===== config.mk =====
export PLATFORM = sky130hd
export DESIGN_NAME = time_keeper_flat
export DESIGN_NICKNAME = d
export VERILOG_FILES = /design/src/rtl/time_keeper_pkg.sv /design/src/rtl/time_keeper_if.sv /design/src/rtl/time_keeper_btn_pulse.sv /design/src/rtl/time_keeper.sv /design/src/flat_wrapper.sv
export SDC_FILE = /design/constraint.sdc
export NUM_CORES = 1
export LEC_CHECK = 0
export ABC_AREA = 1
export CAP_MARGIN = 5
export CORE_UTILIZATION = 38
export CTS_BUF_LIST = sky130_fd_sc_hd__clkbuf_4
export DETAILED_ROUTE_END_ITERATION = 10
export PLACE_DENSITY = 0.64
export REMOVE_ABC_BUFFERS = 1
export SLEW_MARGIN = 20
export SYNTH_ARGS = -nofsm -noshare
export SYNTH_HDL_FRONTEND = slang
export SYNTH_SLANG_ARGS = --single-unit

===== constraint.sdc =====
create_clock -name clk -period 2.35 [get_ports clk]
set_clock_uncertainty 0.15 [all_clocks]
set_input_delay 0.47 -clock clk [delete_from_list [all_inputs] [get_ports clk]]
set_output_delay 0.47 -clock clk [all_outputs]
set_load 0.01 [all_outputs]

===== src/rtl/time_keeper_pkg.sv =====
// Shared constants, mode encoding and wrap-around field stepping for the time keeper.
package time_pkg;
    localparam int TW = 6;

    localparam logic [TW-1:0] HR_MAX  = 6'd23;
    localparam logic [TW-1:0] MIN_MAX = 6'd59;
    localparam logic [TW-1:0] SEC_MAX = 6'd59;

    typedef enum logic [2:0] {
        RUN      = 3'd0,
        SET_HR   = 3'd1,
        SET_MIN  = 3'd2,
        SET_AHR  = 3'd3,
        SET_AMIN = 3'd4
    } mode_t;

    // One button step on a field that wraps between 0 and max in both directions.
    function automatic logic [TW-1:0] step_field(input logic [TW-1:0] v,
                                                 input logic [TW-1:0] max,
                                                 input logic          up,
                                                 input logic          down);
        logic [TW-1:0] r;
        r = v;
        if (up)
            r = (v == max) ? '0 : v + 1'b1;
        else if (down)
            r = (v == '0) ? max : v - 1'b1;
        return r;
    endfunction
endpackage


===== src/rtl/time_keeper_if.sv =====
// Button inputs and time/alarm outputs of the time keeper; slave = keeper, master = user side.
interface time_keeper_if;
    logic [3:0]              btn;
    logic [time_pkg::TW-1:0] c_hour;
    logic [time_pkg::TW-1:0] c_min;
    logic [time_pkg::TW-1:0] c_sec;
    logic [time_pkg::TW-1:0] a_hr;
    logic [time_pkg::TW-1:0] a_min;
    logic [2:0]              mode;
    logic                    tick_1hz;
    logic                    chime;

    modport master (output btn,
                    input  c_hour, c_min, c_sec, a_hr, a_min, mode, tick_1hz, chime);
    modport slave  (input  btn,
                    output c_hour, c_min, c_sec, a_hr, a_min, mode, tick_1hz, chime);
endinterface


===== src/rtl/time_keeper_btn_pulse.sv =====
// Two-flop synchroniser plus rising-edge detect; one registered pulse per button press.
module btn_pulse (
    input  logic clk,
    input  logic rst,
    input  logic raw,
    output logic pulse
);
    logic [2:0] sync;

    always_ff @(posedge clk or posedge rst) begin
        if (rst) begin
            sync  <= '0;
            pulse <= 1'b0;
        end else begin
            sync  <= {sync[1:0], raw};
            pulse <= sync[1] & ~sync[2];
        end
    end
endmodule


===== src/rtl/time_keeper.sv =====
// 24 h clock with alarm-time registers, 1 Hz prescaler and button-driven set-mode FSM.
// Optional hourly chime pulse is built only when CHIME_EN is defined.
module time_keeper
    import time_pkg::*;
#(
    parameter int CLK_HZ = 100_000_000
) (
    input logic           clk,
    input logic           rst,
    time_keeper_if.slave  bus
);
    localparam int            PW      = (CLK_HZ > 2) ? $clog2(CLK_HZ) : 1;
    localparam logic [PW-1:0] PRE_MAX = PW'(CLK_HZ - 1);

    logic [3:0]    pulse;
    mode_t         state_q, state_d;
    logic [PW-1:0] presc;
    logic [TW-1:0] c_hour, c_min, c_sec, a_hr, a_min;
    logic          inc, dec, leave_min, clk_hold, tick;

    for (genvar i = 0; i < 4; i++) begin : g_btn
        btn_pulse u_btn (.clk(clk), .rst(rst), .raw(bus.btn[i]), .pulse(pulse[i]));
    end

    always_ff @(posedge clk or posedge rst) begin
        if (rst) state_q <= RUN;
        else     state_q <= state_d;
    end

    // Exit outranks advance outranks increment outranks decrement; one action per cycle.
    always_comb begin
        state_d   = state_q;
        inc       = 1'b0;
        dec       = 1'b0;
        leave_min = 1'b0;
        if (pulse[3]) begin
            state_d = RUN;
        end else if (pulse[0]) begin
            case (state_q)
                RUN:      state_d = SET_HR;
                SET_HR:   state_d = SET_MIN;
                SET_MIN:  state_d = SET_AHR;
                SET_AHR:  state_d = SET_AMIN;
                default:  state_d = RUN;
            endcase
        end else if (pulse[1]) begin
            inc = (state_q != RUN);
        end else if (pulse[2]) begin
            dec = (state_q != RUN);
        end
        leave_min = (state_q == SET_MIN) && (pulse[3] || pulse[0]);
    end

    assign clk_hold = (state_q == SET_HR) || (state_q == SET_MIN);
    assign tick     = !clk_hold && (presc == PRE_MAX);

    always_ff @(posedge clk or posedge rst) begin
        if (rst) begin
            presc  <= '0;
            c_sec  <= '0;
            c_min  <= '0;
            c_hour <= '0;
            a_hr   <= '0;
            a_min  <= '0;
        end else begin
            presc <= (clk_hold || tick) ? '0 : presc + 1'b1;

            if (leave_min)
                c_sec <= '0;
            else if (tick)
                c_sec <= step_field(c_sec, SEC_MAX, 1'b1, 1'b0);

            // Seconds/minutes carries ripple within the same edge as the tick.
            if (tick && c_sec == SEC_MAX)
                c_min <= step_field(c_min, MIN_MAX, 1'b1, 1'b0);
            else if (state_q == SET_MIN)
                c_min <= step_field(c_min, MIN_MAX, inc, dec);

            if (tick && c_sec == SEC_MAX && c_min == MIN_MAX)
                c_hour <= step_field(c_hour, HR_MAX, 1'b1, 1'b0);
            else if (state_q == SET_HR)
                c_hour <= step_field(c_hour, HR_MAX, inc, dec);

            if (state_q == SET_AHR)
                a_hr <= step_field(a_hr, HR_MAX, inc, dec);
            if (state_q == SET_AMIN)
                a_min <= step_field(a_min, MIN_MAX, inc, dec);
        end
    end

`ifdef CHIME_EN
    logic chime_q;

    always_ff @(posedge clk or posedge rst) begin
        if (rst) chime_q <= 1'b0;
        else     chime_q <= tick && (c_sec == SEC_MAX) && (c_min == MIN_MAX);
    end

    assign bus.chime = chime_q;
`else
    assign bus.chime = 1'b0;
`endif

    assign bus.c_hour   = c_hour;
    assign bus.c_min    = c_min;
    assign bus.c_sec    = c_sec;
    assign bus.a_hr     = a_hr;
    assign bus.a_min    = a_min;
    assign bus.mode     = state_q;
    assign bus.tick_1hz = tick;
endmodule


===== src/flat_wrapper.sv =====
// flat-port wrapper written by rule: the top's interface ports become plain ports
module time_keeper_flat import time_pkg::*;
#(
    parameter int CLK_HZ = 100_000_000
)
  (clk, rst, bus_btn, bus_c_hour, bus_c_min, bus_c_sec, bus_a_hr, bus_a_min, bus_mode, bus_tick_1hz, bus_chime);
  time_keeper_if bus_i ();
  input logic clk;
  input logic rst;
  input wire logic [$bits(bus_i.btn)-1:0] bus_btn;
  output wire logic [$bits(bus_i.c_hour)-1:0] bus_c_hour;
  output wire logic [$bits(bus_i.c_min)-1:0] bus_c_min;
  output wire logic [$bits(bus_i.c_sec)-1:0] bus_c_sec;
  output wire logic [$bits(bus_i.a_hr)-1:0] bus_a_hr;
  output wire logic [$bits(bus_i.a_min)-1:0] bus_a_min;
  output wire logic [$bits(bus_i.mode)-1:0] bus_mode;
  output wire logic [$bits(bus_i.tick_1hz)-1:0] bus_tick_1hz;
  output wire logic [$bits(bus_i.chime)-1:0] bus_chime;
  assign bus_i.btn = bus_btn;
  assign bus_c_hour = bus_i.c_hour;
  assign bus_c_min = bus_i.c_min;
  assign bus_c_sec = bus_i.c_sec;
  assign bus_a_hr = bus_i.a_hr;
  assign bus_a_min = bus_i.a_min;
  assign bus_mode = bus_i.mode;
  assign bus_tick_1hz = bus_i.tick_1hz;
  assign bus_chime = bus_i.chime;
  time_keeper #(.CLK_HZ(CLK_HZ)) u_core (.clk(clk), .rst(rst), .bus(bus_i));
endmodule

==> flow_summary.json <==
{
  "nFillCells": 1285,
  "fin_util_pct": 47.0,
  "end_kind": "output pin",
  "cp-start-kind": "register",
  "clock_path_buffers": 2,
  "cts_buffers": 9,
  "drv_cap": 0,
  "yosysUniqueCellTypes": 41,
  "rsz0062_at_grt": "yes",
  "hpwl_um": 9280,
  "ir_drop_mv": 0.396,
  "first_pass_iters": 4,
  "area.growth.synth_to_final_pct": 19.3,
  "core_sq_um": 12700,
  "start_util_pct": 39.4,
  "leakage_nw": 2.83,
  "synth_area_leader_cell": "dfrtp_1",
  "cts_root_buf": "clkbuf_4",
  "syn_avg_cell_area_sq_um": 7.40,
  "wl_per_cell_um": 12.9,
  "cts_sinks": 76,
  "grt_pass1_wl_um": 20100,
  "setup_violations": 1,
  "total_power_mw": 5.52,
  "reg2reg_depth": 13,
  "ant_nets": 0,
  "grt_start_max_net_pins": 42,
  "clk_latency_ns": 0.46,
  "netlist_area_sq_um": 5010,
  "synth-seq-cells": 76,
  "worstPathRequired_ns": 1.73,
  "critPathArrivalTime_ns": 1.78,
  "synth.area.top_cells": "dfrtp_1 38%, nand2_1 12%, nand3_1 6.5%, nor2_1 6.0%, inv_1 5.5%",
  "drcViolationCount": 0,
  "drt_iter0_drc": 422,
  "maxSlewViolCount": 0,
  "port_buffers": 39,
  "critical_path_class": "reg2out",
  "worst_slack_ns": -0.0546,
  "overflow": 0,
  "synth-edff-count": 0,
  "fin_area_sq_um": 5980,
  "dpl-instance-area_sq_um": 5810,
  "fmax_mhz": 416,
  "multi_input_area_sq_um": 2730,
  "synth_cells": 677,
  "routed_via_density": 5.11,
  "rows": 41,
  "async_flop_share_pct": 100,
  "synth_most_common_cell": "nand2_1",
  "hold_viol_final": 0,
  "cellPowerDensity_nw_per_um2": 924,
  "seq_area_sq_um": 1900,
  "period_minus_slack_ns": 2.40,
  "reg2reg_setup_slack_ns": 0.30,
  "antennaDiodeCount": 0,
  "ios": 41,
  "cts_tree": "yes",
  "layout.nets": 770,
  "grt_use_total_pct": 18.8,
  "synth_flop_cell": "dfrtp_1",
  "crit_fanout": 4,
  "grt_pass1_vias": 4336,
  "die_width_um": 117,
  "dieArea_sq_um": 13600,
  "htreeDepth": 3,
  "status": "finished with violations",
  "violations": "setup timing",
  "cts.clk_slew.worst_paths_ns": 0.15,
  "gp_congestion": 0.959,
  "rr_startpoint": "u_core.presc[0]",
  "fin_crit_sh_pct": 102,
  "ys_top_cells_by_count": "164 x nand2_1, 80 x nor2_1, 76 x dfrtp_1, 73 x inv_1, 65 x nand3_1",
  "ys_seq_area_share_pct": 38.0,
  "antenna_found_initial": 0,
  "num_vias": 4733,
  "crit_start": "u_core.presc[0]",
  "yosysWarnings": 0,
  "wl_um": 12000,
  "r2r_end": "u_core.bus.c_min[2]",
  "synth.top_cell.area_share_pct": 38.0,
  "drive_gt1_share_pct": 12.6,
  "hold_path_class": "in2async",
  "die_y_um": 117
}
worst max-delay path, stage by stage, from the launching register on:
cell      delay, ns
dfrtp_1        0.38
ha_2           0.20
nand2_2        0.08
nor2_4         0.12
nand2_4        0.07
clkinv_2       0.05
nand4_1        0.22
inv_1          0.10
buf_2          0.13
through the flow:
stage | worst slack (ns) | cells | TNS [ns] | hold WS (ns)
2_1_floorplan | -0.208 | 663 | -15.83 | 0.181
3_3_place_gp | 0.00880 | 911 | 0 | 0.184
3_5_place_dp | 0.00629 | 911 | 0 | 0.185
4_1_cts | -0.145 | 927 | -0.145 | 0.155
5_1_grt | -0.227 | 927 | -0.227 | 0.190
6_report | -0.0546 | 927 | -0.0546 | 0.160
worst max path at each step:
stage,to,slack [ns],cells after the start
2_1_floorplan,u_core.bus.a_hr[0],-0.21,1
3_3_place_gp,bus_tick_1hz,0.009,8
3_5_place_dp,bus_tick_1hz,0.006,8
4_1_cts,bus_tick_1hz,-0.15,8
5_1_grt,bus_tick_1hz,-0.23,8
6_report,bus_tick_1hz,-0.05,8
state kept, by name (all words and copies together) (netlist names):
name and cells:
u_core.bus.c_hour 6, u_core.bus.a_min 6, u_core.presc 27, u_core.bus.c_sec 6
u_core.g_btn.u_btn.sync 12, u_core.bus.mode 3, u_core.bus.a_hr 6, u_core.bus.c_min 6
u_core.g_btn.u_btn.pulse 4
area by class of cell:
| type | instances | share of cell area (%) |
|---|---|---|
| clock buffer | 9 | 1.13 |
| clock inverter | 7 | 1.63 |
| inverter | 78 | 4.92 |
| multi-input combinational | 509 | 45.6 |
| sequential | 76 | 31.8 |
| tap | 172 | 3.60 |
| timing repair buffer | 76 | 11.3 |
cell families (layout without fill, tap and decap cells):
logic type | after synthesis | count (layout) | share of synthesized area [%]
simple gates | 403 | 403 | 38.2
buf+inv | 92 | 170 | 7.84
flops | 76 | 76 | 38.0
compound gates | 57 | 57 | 6.44
xor+xnor | 34 | 34 | 5.94
fa+ha+maj | 14 | 14 | 3.50
other cells | 1 | 1 | 0.0749
cells in the final DEF (no fill, tap or decap), types with 6 or more instances in the layout:
| cell type | n |
|---|---|
| clkbuf_4 | 9 |
| nor3_1 | 30 |
| nor2_1 | 80 |
| ha_1 | 13 |
| xnor2_1 | 7 |
| a31oi_1 | 6 |
| xor2_1 | 27 |
| nand3_1 | 65 |
| nand2_2 | 10 |
| inv_1 | 72 |
| nand2_1 | 163 |
| clkdlybuf4s50_1 | 38 |
| a21oi_1 | 11 |
| dfrtp_1 | 75 |
| o21ai_0 | 29 |
| buf_4 | 36 |
| nand4_1 | 26 |
power by group:
part           leakage [nW]  total (mW)  switching [mW]  internal, mW
Combinational          1.75        2.65            1.48          1.17
Sequential            0.995        1.94           0.391          1.55
Clock                0.0846       0.938           0.501         0.436
what timing repair did:
item | 4_1_cts | 5_1_grt
setup endpoints to repair | 1 | 2
resized for setup | 6 | 2
hold buffers | 0 | 0
pin swaps | 2 | 2
setup buffers | 0 | 0
layer usage:
metal | vias to the layer above | wire length (um) | global-route usage (%) | share of wire, %
met5 | - | 0 | 0 | 0
met4 | 0 | 182 | 7.26 | 1.5
met3 | 19 | 567 | 3.04 | 4.7
met2 | 154 | 5540 | 30.1 | 46
met1 | 2202 | 5710 | 25.5 | 48
li1 | 2358 | - | - | -
Note: power is estimated with default switching activity, not from simulation.
